==> src/rtl/tbec_encoder_pipe_if.sv <==
// rtl/tbec_encoder_pipe_if.sv - handshake bundle for the TBEC encoder pipeline
//
// Groups the input stream (in_valid/in_ready/in_data/inj_mask), the output
// stream (out_valid/out_ready/out_word) and the completed-word counter.
// master: the side that produces input words and consumes codewords.
// slave : the encoder itself.
interface tbec_encoder_pipe_if #(
    parameter int CNT_W = 16
) ();
    logic             in_valid;
    logic             in_ready;
    logic [15:0]      in_data;
    logic [31:0]      inj_mask;
    logic             out_valid;
    logic             out_ready;
    logic [31:0]      out_word;
    logic [CNT_W-1:0] word_count;

    modport master (
        output in_valid, in_data, inj_mask, out_ready,
        input  in_ready, out_valid, out_word, word_count
    );

    modport slave (
        input  in_valid, in_data, inj_mask, out_ready,
        output in_ready, out_valid, out_word, word_count
    );
endinterface

==> src/rtl/tbec_encoder_pipe.sv <==
// rtl/tbec_encoder_pipe.sv - two-stage streaming TBEC encoder, 16-bit data to 32-bit codeword
//
// Ports:
//   clk  - rising-edge clock
//   rst  - asynchronous active-high reset
//   bus  - tbec_encoder_pipe_if.slave: input stream, output stream, word_count
// Parameters:
//   CNT_W  - width of the wrapping output-handshake counter
//   INJ_EN - 1: inj_mask is XORed into the codeword, 0: mask ignored
module tbec_encoder_pipe #(
    parameter int CNT_W  = 16,
    parameter bit INJ_EN = 1'b1
) (
    input  logic                clk,
    input  logic                rst,
    tbec_encoder_pipe_if.slave  bus
);

    // Codeword: [31:16] data, [15:12] DI1,DI4,DI2,DI3, [11:8] P1,P4,P2,P3,
    // [7:0] XA_1_3,XA_2_4,XB_1_3,XB_2_4,XC_1_3,XC_2_4,XD_1_3,XD_2_4.
    function automatic logic [31:0] tbec_encode(input logic [15:0] data);
        logic a1, b1, c1, d1, a2, b2, c2, d2;
        logic a3, b3, c3, d3, a4, b4, c4, d4;
        logic [3:0] di, p;
        logic [7:0] x;
        {a1, b1, c1, d1, a2, b2, c2, d2, a3, b3, c3, d3, a4, b4, c4, d4} = data;
        di = {a1 ^ b2 ^ c1 ^ d2,    // DI1
              a4 ^ b3 ^ c4 ^ d3,    // DI4
              a2 ^ b1 ^ c2 ^ d1,    // DI2
              a3 ^ b4 ^ c3 ^ d4};   // DI3
        p  = {a1 ^ a2 ^ b1 ^ b2,    // P1
              c3 ^ c4 ^ d3 ^ d4,    // P4
              c1 ^ c2 ^ d1 ^ d2,    // P2
              a3 ^ a4 ^ b3 ^ b4};   // P3
        x  = {a1 ^ a3, a2 ^ a4, b1 ^ b3, b2 ^ b4,
              c1 ^ c3, c2 ^ c4, d1 ^ d3, d2 ^ d4};
        return {data, di, p, x};
    endfunction

    logic             s1_valid_q, s1_valid_d;
    logic [15:0]      s1_data_q,  s1_data_d;
    logic [31:0]      s1_mask_q,  s1_mask_d;
    logic             s2_valid_q, s2_valid_d;
    logic [31:0]      s2_word_q,  s2_word_d;
    logic [CNT_W-1:0] cnt_q,      cnt_d;

    logic s2_adv;
    logic s1_adv;

    // A stage may load when it is empty or when the stage after it drains
    // this cycle; this chaining gives one word per cycle with no bubble.
    assign s2_adv = !s2_valid_q || bus.out_ready;
    assign s1_adv = !s1_valid_q || s2_adv;

    always_comb begin
        s1_valid_d = s1_valid_q;
        s1_data_d  = s1_data_q;
        s1_mask_d  = s1_mask_q;
        s2_valid_d = s2_valid_q;
        s2_word_d  = s2_word_q;
        cnt_d      = cnt_q;

        if (s1_adv) begin
            s1_valid_d = bus.in_valid;
            if (bus.in_valid) begin
                s1_data_d = bus.in_data;
                s1_mask_d = bus.inj_mask;
            end
        end

        // An empty S1 shifting forward leaves out_word untouched; only the
        // valid flag drops.
        if (s2_adv) begin
            s2_valid_d = s1_valid_q;
            if (s1_valid_q) begin
                s2_word_d = tbec_encode(s1_data_q) ^ (INJ_EN ? s1_mask_q : 32'h0);
            end
        end

        if (s2_valid_q && bus.out_ready) begin
            cnt_d = cnt_q + CNT_W'(1);
        end
    end

    always_ff @(posedge clk or posedge rst) begin
        if (rst) begin
            s1_valid_q <= 1'b0;
            s1_data_q  <= '0;
            s1_mask_q  <= '0;
            s2_valid_q <= 1'b0;
            s2_word_q  <= '0;
            cnt_q      <= '0;
        end else begin
            s1_valid_q <= s1_valid_d;
            s1_data_q  <= s1_data_d;
            s1_mask_q  <= s1_mask_d;
            s2_valid_q <= s2_valid_d;
            s2_word_q  <= s2_word_d;
            cnt_q      <= cnt_d;
        end
    end

    assign bus.in_ready   = s1_adv && !rst;
    assign bus.out_valid  = s2_valid_q;
    assign bus.out_word   = s2_word_q;
    assign bus.word_count = cnt_q;

endmodule

==> src/flat_wrapper.sv <==
// flat-port wrapper written by rule: the top's interface ports become plain ports
module tbec_encoder_pipe_flat 
#(
    parameter int CNT_W  = 16,
    parameter bit INJ_EN = 1'b1
)
  (clk, rst, bus_in_valid, bus_in_data, bus_inj_mask, bus_out_ready, bus_in_ready, bus_out_valid, bus_out_word, bus_word_count);
  tbec_encoder_pipe_if #(.CNT_W(CNT_W)) bus_i ();
  input  logic clk;
  input  logic rst;
  input wire logic [$bits(bus_i.in_valid)-1:0] bus_in_valid;
  input wire logic [$bits(bus_i.in_data)-1:0] bus_in_data;
  input wire logic [$bits(bus_i.inj_mask)-1:0] bus_inj_mask;
  input wire logic [$bits(bus_i.out_ready)-1:0] bus_out_ready;
  output wire logic [$bits(bus_i.in_ready)-1:0] bus_in_ready;
  output wire logic [$bits(bus_i.out_valid)-1:0] bus_out_valid;
  output wire logic [$bits(bus_i.out_word)-1:0] bus_out_word;
  output wire logic [$bits(bus_i.word_count)-1:0] bus_word_count;
  assign bus_i.in_valid = bus_in_valid;
  assign bus_i.in_data = bus_in_data;
  assign bus_i.inj_mask = bus_inj_mask;
  assign bus_i.out_ready = bus_out_ready;
  assign bus_in_ready = bus_i.in_ready;
  assign bus_out_valid = bus_i.out_valid;
  assign bus_out_word = bus_i.out_word;
  assign bus_word_count = bus_i.word_count;
  tbec_encoder_pipe #(.CNT_W(CNT_W), .INJ_EN(INJ_EN)) u_core (.clk(clk), .rst(rst), .bus(bus_i));
endmodule
==> config.mk <==
export PLATFORM = sky130hd
export DESIGN_NAME = tbec_encoder_pipe_flat
export DESIGN_NICKNAME = d
export VERILOG_FILES = /design/src/rtl/tbec_encoder_pipe_if.sv /design/src/rtl/tbec_encoder_pipe.sv /design/src/flat_wrapper.sv
export SDC_FILE = /design/constraint.sdc
export NUM_CORES = 1
export LEC_CHECK = 0
export ABC_AREA = 1
export BUFFER_PORTS_ARGS = -buffer_cell sky130_fd_sc_hd__buf_2
export CAP_MARGIN = 20
export CELL_PAD_IN_SITES_DETAIL_PLACEMENT = 0
export CELL_PAD_IN_SITES_GLOBAL_PLACEMENT = 1
export CORE_MARGIN = 4
export CORE_UTILIZATION = 35
export DETAILED_ROUTE_END_ITERATION = 8
export PLACE_DENSITY = 0.82
export SYNTH_ARGS = -nofsm -noshare
export SYNTH_HDL_FRONTEND = slang
export SYNTH_SLANG_ARGS = --single-unit
==> constraint.sdc <==
create_clock -name clk -period 3.3 [get_ports clk]
set_input_delay 0.495 -clock clk [delete_from_list [all_inputs] [get_ports clk]]
set_output_delay 0.495 -clock clk [all_outputs]
set_load 0.02 [all_outputs]
==> flow_summary.toml <==
[placement]
place_hpwl_mm = 8.20
dpl.cell_count = 727
buffer_ports.inserted = 101
routabilityCongestion = 0.782

[critical_path]
timing.rr.start = "u_core.bus.out_valid"
crit_type = "in -> out"
endpoint_kind = "primary output"
critPathMaxFanout = 27
rr_endpoint = "u_core.s1_mask_q[13]"
cp_data_required_time_ns = 2.80
ff2ff_setup_slack_ns = 1.44
worst_ep_arrival_time_ns = 1.50
worstRegToRegCells = 5
worst_setup_path_start_kind = "input port"

[clock_network]
tritoncts = "yes"
postCtsResizedCells = 0
clockBufferDepth = 2
clk_pin_slew_worst_paths_ns = 0.07
postCtsSetupBuffers = 0
cts.sink_count = 98
postCtsHoldBufs = 0
worstSkewPairLatency_ns = 0.35
clock_tree.htree_level_count = 3
cts_inserted_buffers = 9
clock_root_buffer = "sky130_fd_sc_hd__clkbuf_16"

[detailed_routing]
ant_nets = 0
avgRoutedWirePerCell_um = 14.9
num_vias = 3343
drt_pass1_iterations = 4
via_count_normalized_by_instance_count = 4.50
route.final.wire_length_mm = 11.1
drc = 0
detailedRoute.firstIterationViolations = 212

[sta]
finClkSkew_ns = 0.00596
finalMaxSlewViolations = 0
tightestPinTransition_ns = 0.907
period_share_pct = 60.4
unrepaired_setup_endpoints_after_global_routing = "false"
setup_tns_ns = 0
slew-limit-headroom_pct = 39.5
final_period_minus_worst_setup_slack_ns = 1.99
hold_viol_final = 0
setup-violations-final = 0
clock.fmax_mhz = 502
fin_hold_ws_ns = 0.200

[cells_and_area]
final_net_count = 615
antenna-diode-count = 0
mostFrequentLayoutCells = "sky130_fd_sc_hd__nand2_1, sky130_fd_sc_hd__buf_2, sky130_fd_sc_hd__dfrtp_1"
final_std_cells_w_o_fill = 743
fill_cell_instance_count_of_the_final_layout = 1311
share_of_final_layout_standard_cells_stronger_than_drive_strength_1_pct = 30.7
area_growth_syn_to_layout_pct = 17.5
core_utilization_of_the_finished_layout_pct = 42.4
final_common_cell = "sky130_fd_sc_hd__nand2_1"

[logic_synthesis]
synthCells = 471
sequential_element_share_of_the_synthesized_area_pct = 50.7
syn-mean-instance-area_um2 = 10.3
yosys_warnings = 0
synth.top_cells.by_area = "sky130_fd_sc_hd__dfrtp_1, sky130_fd_sc_hd__mux2_4, sky130_fd_sc_hd__nand2_1, sky130_fd_sc_hd__xnor2_1, sky130_fd_sc_hd__xor2_1"
syn_nets = 524
synth.ff_latch_count = 98
netlist.top_cell.by_area = "sky130_fd_sc_hd__dfrtp_1"
yosys.area.top_type_share_pct = 50.7
yosys.cell_types.count = 26
post_synth_design_cell_area_um2 = 4840

[floorplanning]
placementRows = 42
fp.dieH_um = 126
die-area_um2 = 15800
die_width_um = 126
initial_utilization_pct = 36.1
io-pin-count = 102
design.core.area_um2 = 13400

[power]
p_clk_share_pct = 25.3
p_int_uw = 2620
net_switching_share_of_the_total_power_pct = 35.8
sequential_power_share_pct = 43.5
net_switching_uw = 1460
leakage_dissipation_uw = 0.00286
power.ir.vdd_worst_v = 0.000352
power_frac_comb_pct = 31.3
cellPowerDensity_nw_per_um2 = 719

[grt]
maximum_number_of_pins_on_one_net_before_global_route_repair = 55
global_route.usage.total_pct = 14.5
grt_first_pass_wirelength_mm = 18.0
grt_overflow = 0
vias_in_the_first_global_route = 3373
antenna_found_initial = 0

[job]
drv_cap = 0

[hold_path]
min-delay-path-class = "in -> async"

[outcome]
status = "finished clean"
[registers in the layout (all words and copies together) (netlist names)]
name,count
u_core.bus.out_word,32
u_core.s1_mask_q,32
u_core.bus.word_count,16
u_core.s1_data_q,16
u_core.bus.out_valid,1
u_core.s1_valid_q,1
[cell families after synthesis]
| group | after synthesis | share of synthesized area, % |
|---|---|---|
| AOI/OAI and AO/OA | 41 | 4.94 |
| xor gates and xnor gates | 57 | 10.3 |
| adders and majority gates | 1 | 0.258 |
| buffers and inverters | 55 | 6.54 |
| DFF | 98 | 50.7 |
| muxes | 35 | 10.6 |
| and+or+nand+nor | 184 | 16.7 |
[routing by layer]
metal / track usage (%) / up-vias / part of all wire, %
met1: 20.2 / 1586 / 47
met5: 0 / - / 0
met4: 2.87 / 0 / 0.86
met2: 22.4 / 85 / 47
met3: 4.86 / 8 / 5.6
li1: - / 1664 / -
[how the worst max path moves through the flow]
stage | from | endpoint | cells past startpoint
6_report | rst | bus_in_ready | 5
5_1_grt | rst | bus_in_ready | 5
4_1_cts | rst | bus_in_ready | 5
3_5_place_dp | rst | bus_in_ready | 5
3_3_place_gp | rst | bus_in_ready | 5
2_1_floorplan | rst | bus_in_ready | 3
[final cells by class]
type	count	area [µm²]	share of cell area, %
clock buffers	11	233	4.09
clock inverters	5	55.1	0.968
multi-input cells	318	2070	36.5
flip-flops and latches	98	2450	43.1
repair buffers	105	536	9.42
inverters	30	116	2.05
well taps	176	220	3.87
[power by group through the flow]
| stage | clock network, µW | logic (µW) | registers (µW) |
|---|---|---|---|
| final | 1030 | 1280 | 1780 |
| after global routing | 1120 | 1410 | 1830 |
| after detailed placement | 0 | 1300 | 1800 |
| after floorplan | 0 | 725 | 1960 |
| after CTS | 1060 | 1300 | 1780 |
| after global placement | 0 | 1270 | 1780 |
[worst max-delay path, stage by stage]
cell	delay, ns
sky130_fd_sc_hd__buf_2	0.10
sky130_fd_sc_hd__clkinvlp_4	0.47
sky130_fd_sc_hd__nand2_1	0.22
sky130_fd_sc_hd__inv_1	0.05
sky130_fd_sc_hd__buf_2	0.15
[cell usage after synthesis]
cell type	instances
sky130_fd_sc_hd__a21oi_1	5
sky130_fd_sc_hd__a21oi_2	9
sky130_fd_sc_hd__buf_12	3
sky130_fd_sc_hd__buf_2	15
sky130_fd_sc_hd__buf_4	2
sky130_fd_sc_hd__buf_6	3
sky130_fd_sc_hd__buf_8	1
sky130_fd_sc_hd__clkbuf_2	1
sky130_fd_sc_hd__dfrtp_1	98
sky130_fd_sc_hd__ha_1	1
sky130_fd_sc_hd__inv_1	28
sky130_fd_sc_hd__inv_2	2
sky130_fd_sc_hd__mux2_2	3
sky130_fd_sc_hd__mux2_4	32
sky130_fd_sc_hd__nand2_1	123
sky130_fd_sc_hd__nand2_4	3
sky130_fd_sc_hd__nand3_1	15
sky130_fd_sc_hd__nand3_4	1
sky130_fd_sc_hd__nand3b_1	8
sky130_fd_sc_hd__nand4_1	3
sky130_fd_sc_hd__nor2_1	27
sky130_fd_sc_hd__nor2_4	3
sky130_fd_sc_hd__nor3_1	1
sky130_fd_sc_hd__o21ai_0	27
sky130_fd_sc_hd__xnor2_1	34
sky130_fd_sc_hd__xor2_1	23
[through the flow]
step / setup slack [ns] / area (µm²) / power (µW)
floorplan: 0.575 / 4840 / 2680
global placement: 1.25 / 5400 / 3060
detailed placement: 1.25 / 5400 / 3100
CTS: 1.24 / 5690 / 4150
global route: 1.14 / 5690 / 4350
finish: 1.31 / 5690 / 4090
Note: power is estimated with default switching activity, not from simulation.
